<file path="config.mk">
export PLATFORM = sky130hd
export DESIGN_NAME = output_wrapper_flat
export DESIGN_NICKNAME = d
export VERILOG_FILES = /design/src/rtl/output_wrapper_if.sv /design/src/rtl/output_wrapper.sv /design/src/flat_wrapper.sv
export SDC_FILE = /design/constraint.sdc
export NUM_CORES = 1
export LEC_CHECK = 0
export ABC_CLOCK_PERIOD_IN_PS = 5600
export BUFFER_PORTS_ARGS = -buffer_cell sky130_fd_sc_hd__buf_2
export CORE_ASPECT_RATIO = 1.5
export CORE_MARGIN = 1
export CORE_UTILIZATION = 55
export DETAILED_ROUTE_END_ITERATION = 10
export GPL_ROUTABILITY_DRIVEN = 0
export PLACE_DENSITY_LB_ADDON = 0.08
export RECOVER_POWER = 100
export SLEW_MARGIN = 10
export SYNTH_ARGS = -nofsm -noshare
export SYNTH_HDL_FRONTEND = slang
export SYNTH_SLANG_ARGS = --single-unit
</file>
<file path="constraint.sdc">
create_clock -name clk -period 5.6 [get_ports clk]
set_input_delay 0.28 -clock clk [delete_from_list [all_inputs] [get_ports clk]]
set_output_delay 0.28 -clock clk [all_outputs]
set_load 0.1 [all_outputs]
</file>
<file path="src/rtl/output_wrapper_if.sv">
// Result-in / word-out bundle for output_wrapper; master is the wrapper side,
// slave is the core/downstream environment side.
interface output_wrapper_if #(
  parameter int DATA_W = 32
);
  logic                  resValid;
  logic [2*DATA_W-1:0]   resIn;
  logic                  oBufferReady;
  logic [DATA_W-1:0]     outBus;
  logic                  outValid;
  logic                  outAccept;
  logic                  overflow;
  logic                  busy;

  modport master (
    input  resValid, resIn, outAccept,
    output oBufferReady, outBus, outValid, overflow, busy
  );

  modport slave (
    output resValid, resIn, outAccept,
    input  oBufferReady, outBus, outValid, overflow, busy
  );
endinterface

</file>
<file path="src/rtl/output_wrapper.sv">
// Buffers double-width core results and serialises each as lo then hi word.
// First word is valid one cycle after capture into an empty buffer; words hold under !outAccept.
module output_wrapper #(
  parameter int DATA_W = 32,
  parameter int DEPTH  = 2
) (
  input  logic             clk,
  input  logic             rst,
  output_wrapper_if.master bus
);
  localparam int PTR_W = $clog2(DEPTH);
  localparam int CNT_W = PTR_W + 1;
  localparam logic [CNT_W-1:0] FULL = CNT_W'(DEPTH);

  localparam logic [1:0] IDLE    = 2'd0;
  localparam logic [1:0] SEND_LO = 2'd1;
  localparam logic [1:0] SEND_HI = 2'd2;

  logic [2*DATA_W-1:0] mem_q [DEPTH];
  logic [PTR_W-1:0]    wr_ptr_q, wr_ptr_d;
  logic [PTR_W-1:0]    rd_ptr_q, rd_ptr_d;
  logic [CNT_W-1:0]    count_q, count_d;
  logic [1:0]          state_q, state_d;
  logic [DATA_W-1:0]   out_bus_q, out_bus_d;
  logic                out_valid_q, out_valid_d;
  logic                overflow_q, overflow_d;
  logic                wr_en;
  logic                pop;
  logic [2*DATA_W-1:0] next_entry;

  assign wr_en = bus.resValid && (count_q < FULL);
  assign pop   = (state_q == SEND_HI) && bus.outAccept;

  // A result captured on the same edge it becomes head is not in the array yet.
  assign next_entry = (wr_en && (count_q == CNT_W'(1))) ? bus.resIn
                                                        : mem_q[rd_ptr_q + PTR_W'(1)];

  always_comb begin
    state_d     = state_q;
    out_bus_d   = out_bus_q;
    out_valid_d = out_valid_q;
    wr_ptr_d    = wr_en ? wr_ptr_q + PTR_W'(1) : wr_ptr_q;
    rd_ptr_d    = pop   ? rd_ptr_q + PTR_W'(1) : rd_ptr_q;
    count_d     = count_q + CNT_W'(wr_en) - CNT_W'(pop);
    overflow_d  = overflow_q | (bus.resValid & ~wr_en);

    case (state_q)
      IDLE: begin
        if (count_q != '0) begin
          state_d     = SEND_LO;
          out_valid_d = 1'b1;
          out_bus_d   = mem_q[rd_ptr_q][DATA_W-1:0];
        end
      end
      SEND_LO: begin
        if (bus.outAccept) begin
          state_d   = SEND_HI;
          out_bus_d = mem_q[rd_ptr_q][2*DATA_W-1:DATA_W];
        end
      end
      SEND_HI: begin
        if (bus.outAccept) begin
          if (count_d != '0) begin
            state_d   = SEND_LO;
            out_bus_d = next_entry[DATA_W-1:0];
          end else begin
            state_d     = IDLE;
            out_valid_d = 1'b0;
            out_bus_d   = '0;
          end
        end
      end
      default: begin
        state_d     = IDLE;
        out_valid_d = 1'b0;
        out_bus_d   = '0;
      end
    endcase
  end

  always_ff @(posedge clk or negedge rst) begin
    if (!rst) begin
      state_q     <= IDLE;
      wr_ptr_q    <= '0;
      rd_ptr_q    <= '0;
      count_q     <= '0;
      out_bus_q   <= '0;
      out_valid_q <= 1'b0;
      overflow_q  <= 1'b0;
    end else begin
      state_q     <= state_d;
      wr_ptr_q    <= wr_ptr_d;
      rd_ptr_q    <= rd_ptr_d;
      count_q     <= count_d;
      out_bus_q   <= out_bus_d;
      out_valid_q <= out_valid_d;
      overflow_q  <= overflow_d;
    end
  end

  always_ff @(posedge clk) begin
    if (wr_en) begin
      mem_q[wr_ptr_q] <= bus.resIn;
    end
  end

  assign bus.oBufferReady = (count_q < FULL);
  assign bus.outBus       = out_bus_q;
  assign bus.outValid     = out_valid_q;
  assign bus.overflow     = overflow_q;
  assign bus.busy         = (count_q != '0) || (state_q != IDLE);
endmodule

</file>
<file path="src/flat_wrapper.sv">
// flat-port wrapper written by rule: the top's interface ports become plain ports
module output_wrapper_flat 
#(
  parameter int DATA_W = 32,
  parameter int DEPTH  = 2
)
  (clk, rst, bus_resValid, bus_resIn, bus_outAccept, bus_oBufferReady, bus_outBus, bus_outValid, bus_overflow, bus_busy);
  output_wrapper_if #(.DATA_W(DATA_W)) bus_i ();
  input  logic clk;
  input  logic rst;
  input wire logic [$bits(bus_i.resValid)-1:0] bus_resValid;
  input wire logic [$bits(bus_i.resIn)-1:0] bus_resIn;
  input wire logic [$bits(bus_i.outAccept)-1:0] bus_outAccept;
  output wire logic [$bits(bus_i.oBufferReady)-1:0] bus_oBufferReady;
  output wire logic [$bits(bus_i.outBus)-1:0] bus_outBus;
  output wire logic [$bits(bus_i.outValid)-1:0] bus_outValid;
  output wire logic [$bits(bus_i.overflow)-1:0] bus_overflow;
  output wire logic [$bits(bus_i.busy)-1:0] bus_busy;
  assign bus_i.resValid = bus_resValid;
  assign bus_i.resIn = bus_resIn;
  assign bus_i.outAccept = bus_outAccept;
  assign bus_oBufferReady = bus_i.oBufferReady;
  assign bus_outBus = bus_i.outBus;
  assign bus_outValid = bus_i.outValid;
  assign bus_overflow = bus_i.overflow;
  assign bus_busy = bus_i.busy;
  output_wrapper #(.DATA_W(DATA_W), .DEPTH(DEPTH)) u_core (.clk(clk), .rst(rst), .bus(bus_i));
endmodule
</file>
# ---- Word level (Yosys, flattened, before mapping)
# Memory sizes are Yosys's and may differ from the RTL's.
# Index checks and enable logic that the tools add are counted.
dict set report totals {
  input_bits 68
  out_inout_bits 36
  elab_cells 51
  reg_bits 40
  memories 1
  mem_bits_rw 128
}
# name depth word_bits read_ports rd_clocked_by_memory_dff write_ports line_no
set mem_list {}
lappend mem_list {u_core.mem_q 2 64 2 0 1 output_wrapper.sv:19} ;# logic [2*DATA_W-1:0] mem_q [DEPTH];
dict set report classes {
  muxes 17
  n_eq_ne 7
  addsub 4
  magnitude_cmp 1
  bitwise_logic 4
  reduce_logical 10
}
# operator n
set op_table {}
lappend op_table {{2-to-1 mux 32 bit} 5}
lappend op_table {{case mux 32 bit (3 select lines)} 1}
lappend op_table {{2-to-1 mux 1 bit} 6}
lappend op_table {{2-to-1 mux 2 bit} 3}
lappend op_table {{!= test 2 bit, second input constant} 3}
lappend op_table {{case mux 2 bit (3 select lines)} 1}
lappend op_table {{nonzero test 2 bit} 3}
lappend op_table {{equality test 2 x 1 -> 1 bit, second input constant} 2}
lappend op_table {{AND reduction 4 bit} 1}
lappend op_table {{logical AND 1 bit} 3}
lappend op_table {{case mux 1 bit (3 select lines)} 1}
lappend op_table {{AND reduction 3 bit} 1}
lappend op_table {{adder 1 bit, second input constant} 2}
lappend op_table {{adder 2 x 1 -> 2 bit} 1}
lappend op_table {{equality test 2 bit, second input constant} 1}
lappend op_table {{zero test 2 bit} 1}
lappend op_table {{< comparator 2 bit, second input constant} 1}
lappend op_table {{!= test 2 x 1 -> 1 bit, second input constant} 1}
lappend op_table {{inverter 1 bit} 2}
lappend op_table {{subtractor 2 x 1 -> 2 bit} 1}
lappend op_table {{bitwise AND 1 bit} 1}
lappend op_table {{logical OR 1 bit} 1}
lappend op_table {{bitwise OR 1 bit} 1}

# ---- Logic depth before layout (Yosys ltp)
dict set report logic_depth {
  word_depth 8
  ltp_mapped 9
  mapped_depth_nobuf 7
}

# ---- Worst setup path after synthesis
# Ideal clock, no wire load.
dict set report synth_timing {
  kind {register to register}
  from {register u_core.count_q[1]}
  to {memory u_core.mem_q[0][0] in the netlist's numbering, enable pin}
  path_slack_ps 1576
  arrival_ps 3530
  setup_time_ps 494
  period_less_slack_ps 4024
  path_stages_with_launch 3
  path_buffers 0
  required_time_ps 5106
  cell_sequence {dfrtp_1 nor2b_1 nor2b_1}
}
dict set report synth_between {
  elab_chain_len 4
}
# element line_no
set synth_lines {}
lappend synth_lines {{start, declared} output_wrapper.sv:22} ;# logic [CNT_W-1:0] count_q, count_d;
lappend synth_lines {{start signal, assigned} output_wrapper.sv:94} ;# count_q <= count_d;
lappend synth_lines {{< comparator 2 bit} output_wrapper.sv:31} ;# assign wr_en = bus.resValid && (count_q < FULL);
lappend synth_lines {{logical AND 1 bit} output_wrapper.sv:31}
lappend synth_lines {{named net u_core.wr_en} output_wrapper.sv:27} ;# logic wr_en;
lappend synth_lines {{2-to-1 mux 1 bit} output_wrapper.sv:102} ;# if (wr_en) begin
lappend synth_lines {{2-to-1 mux 1 bit (implied by the code)} output_wrapper.sv:103} ;# mem_q[wr_ptr_q] <= bus.resIn;
lappend synth_lines {{end, declared} output_wrapper.sv:19}
# The timed path passes the listed nets, and every way through them passes these cells.

# ---- Worst setup path after layout
dict set report layout_timing {
  from {register u_core.count_q[1]}
  to {memory u_core.mem_q[1][55] in the netlist's numbering, enable pin}
}
# The elaborated chain is that of the path after synthesis.

==> flow_summary.ini <==
[outcome]
status = finished with violations
violations = capacitance limit, slew limit

[critical_path]
crit_required_ps = 5560
crit_path_max_incr_delay_ps = 2380
reg2regPathDepth = 2
end_kind = register
critPathSlowestCell = and2_1
r2r_end = u_core.mem_q[1][55]$_DFFE_PP_
cp_cell_sequence = nor2b_1 -> and2_1
crit_type = register to register
critPathArrivalTime_ps = 3550
cp_max_fo = 64
ff2ff_setup_slack_ps = 2010
cp-start-kind = register
timing.rr.start = u_core.count_q[1]$_DFF_PN0_

[grt]
grtUsageTotal = 0.230
grt.busiest_layer = met2
grt_pass1_vias = 4887
met3_usage = 0.0520
grt_pass1_wl_um = 24700
grt_overflow = 0
grt_use_met2 = 0.419
antenna_found_initial = 1
met1_usage = 0.255
grt_max_degree = 65

[sta]
skew_ps = 7.66
hold_violations = 0
tns_ps = 0
slew_headroom = -1.13
max_freq_ghz = 0.279
rsz0062_at_grt = no
finalCritPeriodShare = 0.641
maxSlewViolCount = 209
fin_crit_ps = 3590
tightest_slew_ps = 3190
setup_viol = 0
fin_ws_ps = 2010

[synthesis]
synth_fa_ha_area_frac = 0.00333
syn_avg_cell_area_sq_um = 16.4
synthMuxAreaShare = 0.188
yosysSeqAreaShare = 0.645
yosys_register_bits = 168
synth_top_family_by_area = multiplexers
synth_compound_area_frac = 0.100
synth-simple-area-share = 0.00932
yosysUniqueCellTypes = 32
yosysWarnings = 0
netlist_area_sq_um = 7520
synth_cells = 457
syn-num-nets = 527
synth-xor-area-share = 0.00683

[routing]
drt-initial-drc-count = 278
avgRoutedWirePerCell_um = 21.3
avgViaCountPerCell = 5.97
dr.pass1.iters = 5
postRouteAntennaNets = 0
vias = 4344
drc = 0
detail_route.wirelength_um = 15500

[cts]
tritoncts = done
post_cts_resized = 0
clock-root-buffer = clkbuf_16
clkTransAtPathRegs_ps = 70
clock_latency_ps = 420
numCtsBuffers = 17
cts.sinks = 168
clock_path_buffers = 2
htree_levels = 4

[final_layout]
area.growth.synth_to_final_pct = 12.5
fin_cells = 728
drive_gt1_frac = 0.285
fin_nets = 622

[die]
core_area_sq_um = 13400
io_pins = 104
dieArea_sq_um = 14100
start_util = 0.561
fp.dieW_um = 97.4
die_h_um = 145
rows = 52

[worst_hold_path]
holdPathStages = 1
hp-class = input port to register
hold_path.startpoint = bus_resIn[32]
hold_path_end = u_core.mem_q[1][32]$_DFFE_PP_

[placed_design]
dp_slack_ps = 2700
dp_hpwl_um = 8890
port_buffers = 103
dp_cells = 694

[power]
peakVddDrop_mv = 0.310
p_leak_nw = 3.13
pwr_density_cell_nw_per_um2 = 630

[run]
cap_violations = 5
-- repair_timing --
item	4_1_cts	5_1_grt
hold endpoints to repair	40	0
hold buffers	1	0
buffers inserted	0	0
-- per-stage QoR --
step | util | hold slack [ps] | instance area, sq um | power (mW)
global placement | 0.604 | 408 | 8090 | 4.33
global route | 0.631 | 29.6 | 8460 | 5.57
floorplan | - | -15.6 | 7520 | 3.95
CTS | 0.644 | 31.1 | 8630 | 5.44
finish | 0.631 | 45.1 | 8460 | 5.33
detailed placement | 0.604 | 407 | 8090 | 4.39
-- per-layer routing --
layer / vias up / part of all wire
met4: 0 / 0.019
li1: 1986 / -
met2: 104 / 0.55
met5: - / 0
met3: 29 / 0.038
met1: 2225 / 0.39
-- layout by cell type, fill, tap and decap left out, types with 2 or more instances in the layout --
cell type and count:
a32oi_1 32, mux2_1 4, and3b_1 2, mux2i_1 33, ha_1 2, dfrtp_1 40, xor2_1 3, buf_4 3
mux2_2 92, o221ai_1 21, clkbuf_16 17, edfxtp_1 128, a21o_1 2, inv_1 38, inv_6 2, o221ai_2 11
clkinv_4 2, buf_2 20, clkinvlp_4 8, clkbuf_1 87
-- sequential cells by signal (all words and copies together) (netlist names) --
signal               flops
u_core.count_q           2
u_core.wr_ptr_q          1
u_core.bus.outValid      1
u_core.bus.outBus       32
u_core.state_q           2
u_core.bus.overflow      1
u_core.mem_q           128
u_core.rd_ptr_q          1
-- cell families after synthesis --
logic type	after synthesis
muxes	129
and+or+nand+nor	11
DFF	168
AOI/OAI and AO/OA	71
adders and majority gates	2
buffers and inverters	72
xor gates and xnor gates	4
-- how the worst max path moves through the flow --
stage,startpoint,end,slack (ps),cells after the start
6_report,u_core.count_q[1]$_DFF_PN0_,u_core.mem_q[1][55]$_DFFE_PP_,2010,2
5_1_grt,u_core.count_q[1]$_DFF_PN0_,u_core.mem_q[1][20]$_DFFE_PP_,1700,2
4_1_cts,u_core.state_q[0]$_DFFE_PN0P_,u_core.bus.outBus[4]$_DFFE_PN0P_,2690,8
3_5_place_dp,u_core.state_q[0]$_DFFE_PN0P_,u_core.bus.outBus[4]$_DFFE_PN0P_,2700,8
3_3_place_gp,u_core.state_q[0]$_DFFE_PN0P_,u_core.bus.outBus[4]$_DFFE_PN0P_,2790,8
2_1_floorplan,u_core.count_q[1]$_DFF_PN0_,u_core.mem_q[0][0]$_DFFE_PP_,1580,2
-- worst max-delay path: cells and delay by family (launching register included) --
kind | cells | cell delay (ps)
DFF | 1 | 430
and+or+nand+nor | 2 | 2680
-- area by class of cell --
| class | count | area, sq um |
|---|---|---|
| antenna | 1 | 2.50 |
| inverter | 38 | 143 |
| timing repair buffer | 110 | 455 |
| fill | 1080 | 4950 |
| tap | 162 | 203 |
| multi-input combinational | 217 | 2280 |
| sequential | 168 | 4840 |
| clock inverter | 14 | 104 |
| clock buffer | 18 | 429 |
-- synthesized netlist by cell type --
cell type    n  area, sq um
o21ai_0      1         5.00
mux2i_1     33          330
nand3b_1     1         7.51
xor2_1       3         26.3
ha_1         2         25.0
o32ai_1      1         8.76
a21o_1       2         15.0
buf_6        8         90.1
buf_4        3         22.5
o21ai_4      1         16.3
and2_1       1         6.26
clkbuf_2     1         5.00
nand3_1      1         5.00
or2_2        1         6.26
mux2_2      92         1040
a32oi_2      1         16.3
nor2_1       1         3.75
nor2b_1      2         12.5
buf_2       15         75.1
a21oi_1      1         5.00
dfrtp_1     40         1000
xor3_2       1         25.0
nor3_1       1         5.00
o221ai_2    20          300
nor2_2       1         6.26
edfxtp_1   128         3840
inv_1       38          143
o221ai_1    12          105
clkbuf_1     7         26.3
and3b_1      2         17.5
a32oi_1     32          280
mux2_1       4         45.0
-- report_power, final --
part | leakage (nW) | total, mW | internal, mW | switching (mW)
Combinational | 1.22 | 2.39 | 0.699 | 1.69
Sequential | 1.67 | 1.90 | 1.70 | 0.198
Clock | 0.235 | 1.05 | 0.567 | 0.481
Total | 3.13 | 5.33 | 2.96 | 2.37
Note: power is estimated with default switching activity, not from simulation.
